==> config.mk <==
export PLATFORM = sky130hd
export DESIGN_NAME = bsram_port_arbiter
export DESIGN_NICKNAME = d
export VERILOG_FILES = /design/src/rtl/bsram_arb_pkg.sv /design/src/rtl/bsram_rr_grant.sv /design/src/rtl/bsram_port_arbiter.sv
export SDC_FILE = /design/constraint.sdc
export NUM_CORES = 1
export LEC_CHECK = 0
export CORE_ASPECT_RATIO = 2
export CORE_UTILIZATION = 39
export CTS_CLUSTER_SIZE = 8
export DETAILED_ROUTE_END_ITERATION = 10
export HOLD_SLACK_MARGIN = 0.02
export PLACE_DENSITY_LB_ADDON = 0.3
export SLEW_MARGIN = 20
export SYNTH_ARGS = -nofsm -noshare
export SYNTH_HDL_FRONTEND = slang
export SYNTH_HIERARCHICAL = 1
export SYNTH_SLANG_ARGS = --single-unit
==> constraint.sdc <==
create_clock -name CLK -period 2.9 [get_ports CLK]
set_clock_uncertainty 0.15 [all_clocks]
set_input_delay 0.87 -clock CLK [delete_from_list [all_inputs] [get_ports CLK]]
set_output_delay 0.87 -clock CLK [all_outputs]
set_load 0.01 [all_outputs]
==> src/rtl/bsram_arb_pkg.sv <==
// Shared types and constants for the BSRAM port arbiter.
// Fixed Gowin BSRAM pin widths, FSM state type, response tag and read-latency helper.
package bsram_arb_pkg;

  localparam int BSRAM_AD_W = 14;
  localparam int BSRAM_D_W  = 16;

  typedef enum logic {
    INIT = 1'b0,
    RUN  = 1'b1
  } arb_state_t;

  typedef struct packed {
    logic rd;
    logic id;
  } rsp_tag_t;

  function automatic int rd_latency(input logic read_mode);
    return read_mode ? 2 : 1;
  endfunction

endpackage

==> src/rtl/bsram_rr_grant.sv <==
// Two-way round-robin grant: combinational one-hot grant from the valid inputs
// and a priority bit that moves only when a transfer is accepted.
module bsram_rr_grant (
  input  logic       clk,
  input  logic       reset,
  input  logic [1:0] valid,
  input  logic       accept,
  output logic [1:0] grant
);

  // prio = 0 favours requester 0, prio = 1 favours requester 1
  logic prio;

  always_comb begin
    grant[0] = valid[0] & (~valid[1] | ~prio);
    grant[1] = valid[1] & (~valid[0] |  prio);
  end

  always_ff @(posedge clk) begin
    if (reset) begin
      prio <= 1'b0;
    end else if (accept) begin
      prio <= grant[0];
    end
  end

endmodule

==> src/rtl/bsram_port_arbiter.sv <==
// Shares one Gowin BSRAM port between two valid/ready requesters: zero-fills the RAM
// after reset, then issues one access per cycle round-robin and routes read data back.
//
// state | meaning
// INIT  | zero-fill every address (or skip straight through when INIT_CLEAR=0)
// RUN   | round-robin arbitration of requester accesses
module bsram_port_arbiter
  import bsram_arb_pkg::*;
#(
  parameter int   ADDR_WIDTH = 11,
  parameter int   DATA_WIDTH = 8,
  parameter logic READ_MODE  = 1'b0,
  parameter int   INIT_CLEAR = 1
) (
  input  logic                    CLK,
  input  logic                    RESET,
  input  logic                    req0_valid,
  output logic                    req0_ready,
  input  logic                    req0_we,
  input  logic [ADDR_WIDTH-1:0]   req0_addr,
  input  logic [DATA_WIDTH-1:0]   req0_wdata,
  output logic                    rsp0_valid,
  output logic [DATA_WIDTH-1:0]   rsp0_rdata,
  input  logic                    req1_valid,
  output logic                    req1_ready,
  input  logic                    req1_we,
  input  logic [ADDR_WIDTH-1:0]   req1_addr,
  input  logic [DATA_WIDTH-1:0]   req1_wdata,
  output logic                    rsp1_valid,
  output logic [DATA_WIDTH-1:0]   rsp1_rdata,
  output logic                    init_done,
  output logic                    ram_ce,
  output logic                    ram_oce,
  output logic                    ram_wre,
  output logic                    ram_reset,
  output logic [BSRAM_AD_W-1:0]   ram_ad,
  output logic [BSRAM_D_W-1:0]    ram_di,
  input  logic [BSRAM_D_W-1:0]    ram_do
);

  localparam int LAT   = rd_latency(READ_MODE);
  localparam int AD_SH = BSRAM_AD_W - ADDR_WIDTH;

  arb_state_t            state;
  logic [ADDR_WIDTH-1:0] clr_cnt;
  logic [1:0]            grant;
  logic [1:0]            ready;
  logic                  acc;
  logic                  sel_id;
  logic                  sel_we;
  logic [ADDR_WIDTH-1:0] sel_addr;
  logic [DATA_WIDTH-1:0] sel_wdata;
  rsp_tag_t              iss_tag;
  rsp_tag_t              tag_q [LAT];

  bsram_rr_grant u_grant (
    .clk    (CLK),
    .reset  (RESET),
    .valid  ({req1_valid, req0_valid}),
    .accept (acc),
    .grant  (grant)
  );

  // ready is withheld during reset so nothing is "accepted" into a cleared pipeline
  assign ready      = grant & {2{(state == RUN) & ~RESET}};
  assign req0_ready = ready[0];
  assign req1_ready = ready[1];
  assign acc        = |ready;

  assign sel_id    = ready[1];
  assign sel_we    = sel_id ? req1_we    : req0_we;
  assign sel_addr  = sel_id ? req1_addr  : req0_addr;
  assign sel_wdata = sel_id ? req1_wdata : req0_wdata;

  assign ram_reset = RESET;
  assign ram_oce   = 1'b1;

  always_ff @(posedge CLK) begin
    if (RESET) begin
      state     <= INIT;
      clr_cnt   <= '0;
      init_done <= 1'b0;
      ram_ce    <= 1'b0;
      ram_wre   <= 1'b0;
      ram_ad    <= '0;
      ram_di    <= '0;
      iss_tag   <= '0;
    end else begin
      ram_ce  <= 1'b0;
      ram_wre <= 1'b0;
      iss_tag <= '0;
      unique case (state)
        INIT: begin
          if (INIT_CLEAR != 0) begin
            ram_ce  <= 1'b1;
            ram_wre <= 1'b1;
            ram_ad  <= BSRAM_AD_W'(clr_cnt) << AD_SH;
            ram_di  <= '0;
            clr_cnt <= clr_cnt + ADDR_WIDTH'(1);
            if (&clr_cnt) begin
              state     <= RUN;
              init_done <= 1'b1;
            end
          end else begin
            state     <= RUN;
            init_done <= 1'b1;
          end
        end
        RUN: begin
          if (acc) begin
            ram_ce  <= 1'b1;
            ram_wre <= sel_we;
            ram_ad  <= BSRAM_AD_W'(sel_addr) << AD_SH;
            ram_di  <= BSRAM_D_W'(sel_wdata);
            iss_tag <= '{rd: ~sel_we, id: sel_id};
          end
        end
        default: state <= INIT;
      endcase
    end
  end

  // tag follows the access through the RAM's sampling edge plus its output latency
  always_ff @(posedge CLK) begin
    if (RESET) begin
      for (int i = 0; i < LAT; i++) tag_q[i] <= '0;
    end else begin
      tag_q[0] <= iss_tag;
      for (int i = 1; i < LAT; i++) tag_q[i] <= tag_q[i-1];
    end
  end

  assign rsp0_valid = tag_q[LAT-1].rd & ~tag_q[LAT-1].id;
  assign rsp1_valid = tag_q[LAT-1].rd &  tag_q[LAT-1].id;
  assign rsp0_rdata = ram_do[DATA_WIDTH-1:0];
  assign rsp1_rdata = ram_do[DATA_WIDTH-1:0];

  if (DATA_WIDTH < BSRAM_D_W) begin : g_do_hi
    logic unused_do_hi;
    assign unused_do_hi = ^ram_do[BSRAM_D_W-1:DATA_WIDTH];
  end

endmodule
==> run metrics <==
status=complete, but fails checks; failing checks=design-rule violations; Final Max Slew Viols=0; CTS tree=built; CTS buffer count=5; static leakage=1.04 nW; Slew headroom=0.465; Tot Pwr=0.00116 W; Post-Synthesis Cell Area=2160 µm²; Die X-Extent=54.7 µm; Worst-Margin Slew=803 ps; Sw Pwr=0.000258 W; PortBufs=70; required time worst endpoint=1880 ps; EDFF count, synth=0; worst min path class=flip-flop to flip-flop; Initial Util=0.402; pre-CTS WS=-364 ps; endpoints failing setup=0; fmax=0.353 GHz; Synth area leader=dfxtp_1; GPL Wtd Cong=0.760; Post-Syn Instances=267; fin nets=375; Core ar.=5370 µm²; Fin. Hold Viols=0; clock buffer depth=2; Async SR Flop Fraction=0; Worst Setup Path Type=primary input to primary output; vias in the first global route=1852; row cnt=38; Seq/Total Area, Yosys=0.361; Synth area leaders=dfxtp_1 (36%), buf_4 (10%), a21oi_1 (5.8%), nand3_1 (5.3%), a31o_2 (4.5%); first-pass GRT wire length=7.98 mm; min Tclk post-route=2830 ps; syn avg cell area=8.10 µm²; RSZ-0062 raised after global routing=false; Flop pwr share=0.472; post-route clock period utilization=0.977; Die Y=107 µm; ratio of cells with drive above 1 in the final layout=0.124; largest net degree at the start of global routing=59; # DRC=1; depth of the CTS H-tree=2; post-synth top area share=0.361; Post-DRT Antenna Nets=0; ys flop type=dfxtp_1; smallest hold slack=294 ps; Peak supply drop=0.350 mV; Final Worst Setup Slack=67.6 ps; DRT Pass-1 Iters=7; DP Area=2740 µm²; initial antenna violation count=0; power per cell area=408 nW/µm²; Synthesis Warnings=6; post-synthesis cell type count=41; crit path DAT=1810 ps; wire per inst=13.1 µm; Area Growth Syn to Fin=31.8%; final WL=4.90 mm; CP Max Fanout=2; Clock Power Share=0.403; Root Driver=clkbuf_8; # clock sinks=39; Pint=0.000906 W; Clock Pin Slew Worst Setup and Hold Paths=70 ps; Util after Layout=0.531; Critical Path Start Type=primary input; IO Pins=115; Finished Cell Area=2850 µm²; Synth Register Bits=39; total track usage=0.185; combinational share of power=0.125; gr ovfl total=0; die area=5860 µm²; Initial DRC Count=32; Setup crit end kind=primary output; Vias=1953; n_diodes=0; DPL Wire Length=3.44 mm; sw frac=0.221; Clock Latency Late Sink=290 ps; DR vias/cell=5.21; Max-Cap Viols=0; hold buffers post-CTS=0
==> power groups by stage <==
| stage | Combinational, W | Clock [W] | Sequential [W] |
|---|---|---|---|
| floorplan | 0.000102 | 0 | 0.000561 |
| global placement | 0.000148 | 0 | 0.000562 |
| detailed placement | 0.000148 | 0 | 0.000562 |
| CTS | 0.000148 | 0.000476 | 0.000550 |
| global route | 0.000162 | 0.000499 | 0.000551 |
| finish | 0.000146 | 0.000469 | 0.000550 |
==> cells by family (layout without fill, tap and decap cells) <==
group                    count (synthesis)  after routing  synth area share
adder cells (fa/ha/maj)                  1              1           0.00579
AND/OR/NAND/NOR                        110            110             0.290
multiplexers                             2              2           0.00984
flip-flops                              39             39             0.361
XOR/XNOR                                 4              4            0.0162
buffers and inverters                   52             90             0.145
other                                    2             12           0.00347
AO/OA/AOI/OAI                           57             57             0.169
==> cell usage after synthesis (all sizes together) (2+ instances only) <==
master / number
nand2b: 2
o21ba: 2
a21oi: 25
and2: 9
nand3b: 12
nand4b: 2
and3b: 8
nor4: 2
nand3: 24
a21boi: 2
a31o: 12
nor2: 22
or3: 2
xor2: 3
o21ai: 10
buf: 38
dfxtp: 39
nor2b: 6
clkbuf: 9
o31ai: 3
or4: 3
nand2: 15
inv: 5
conb: 2
==> through the flow <==
step,cells,setup TNS (ps)
after floorplan,277,0
after global placement,367,-2070
after detailed placement,367,-2260
after CTS,375,0
after global routing,375,0
final,375,0
==> metal layers <==
metal | GRT usage | part of all wire
met2 | 0.343 | 0.56
met4 | 0.0751 | 0.019
met3 | 0.0325 | 0.038
met1 | 0.187 | 0.39
met5 | 0 | 0
==> worst max-delay path: stages <==
cell             delay (ps)
clkdlybuf4s50_1         480
a21boi_2                170
inv_1                    70
nor2_1                   90
buf_2                   130
==> layout make-up <==
class	count	area (µm²)
inverters	5	18.8
flip-flops and latches	39	782
fillers	525	2520
multi-input cells	186	1110
repair buffers	77	747
clock buffers	6	82.6
well taps	60	75.1
clock inverters	2	35.0
==> state kept, by name, indices dropped and copies added (netlist names) <==
register      flops
u_grant/prio      1
init_done         1
ram_wre           1
tag_q             2
iss_tag           2
state             1
ram_ad           11
ram_ce            1
ram_di            8
clr_cnt          11
==> layout by cell type, fill, tap and decap left out, drive strengths merged, types with 3 or more instances in the layout <==
cell type	netlist	layout
and2	9	9
a21oi	25	25
and3b	8	8
clkbuf	9	6
nand3b	12	12
dfxtp	39	39
xor2	3	3
nor2b	6	6
inv	5	5
o21ai	10	10
clkdlybuf4s50	0	66
nor2	22	22
a31o	12	12
nand2	15	15
nand3	24	24
conb	2	12
or4	3	3
buf	38	8
o31ai	3	3
==> repair_timing <==
action,4_1_cts,5_1_grt
hold endpoints to repair,0,0
resized for setup,9,0
endpoints found under the setup margin,3,1
pin swaps,0,1
setup buffers,0,0
==> final timing paths <==
check / cells after the start / from / endpoint / slack, ps
worst min-delay path: 1 / iss_tag[0] / tag_q[0][0] / 290
worst max-delay path: 5 / req1_valid / req1_ready / 70
worst max register to register: 6 / u_grant/prio / ram_di[3] / 970
worst min register to register: 1 / iss_tag[0] / tag_q[0][0] / 290
Note: power is estimated with default switching activity, not from simulation.
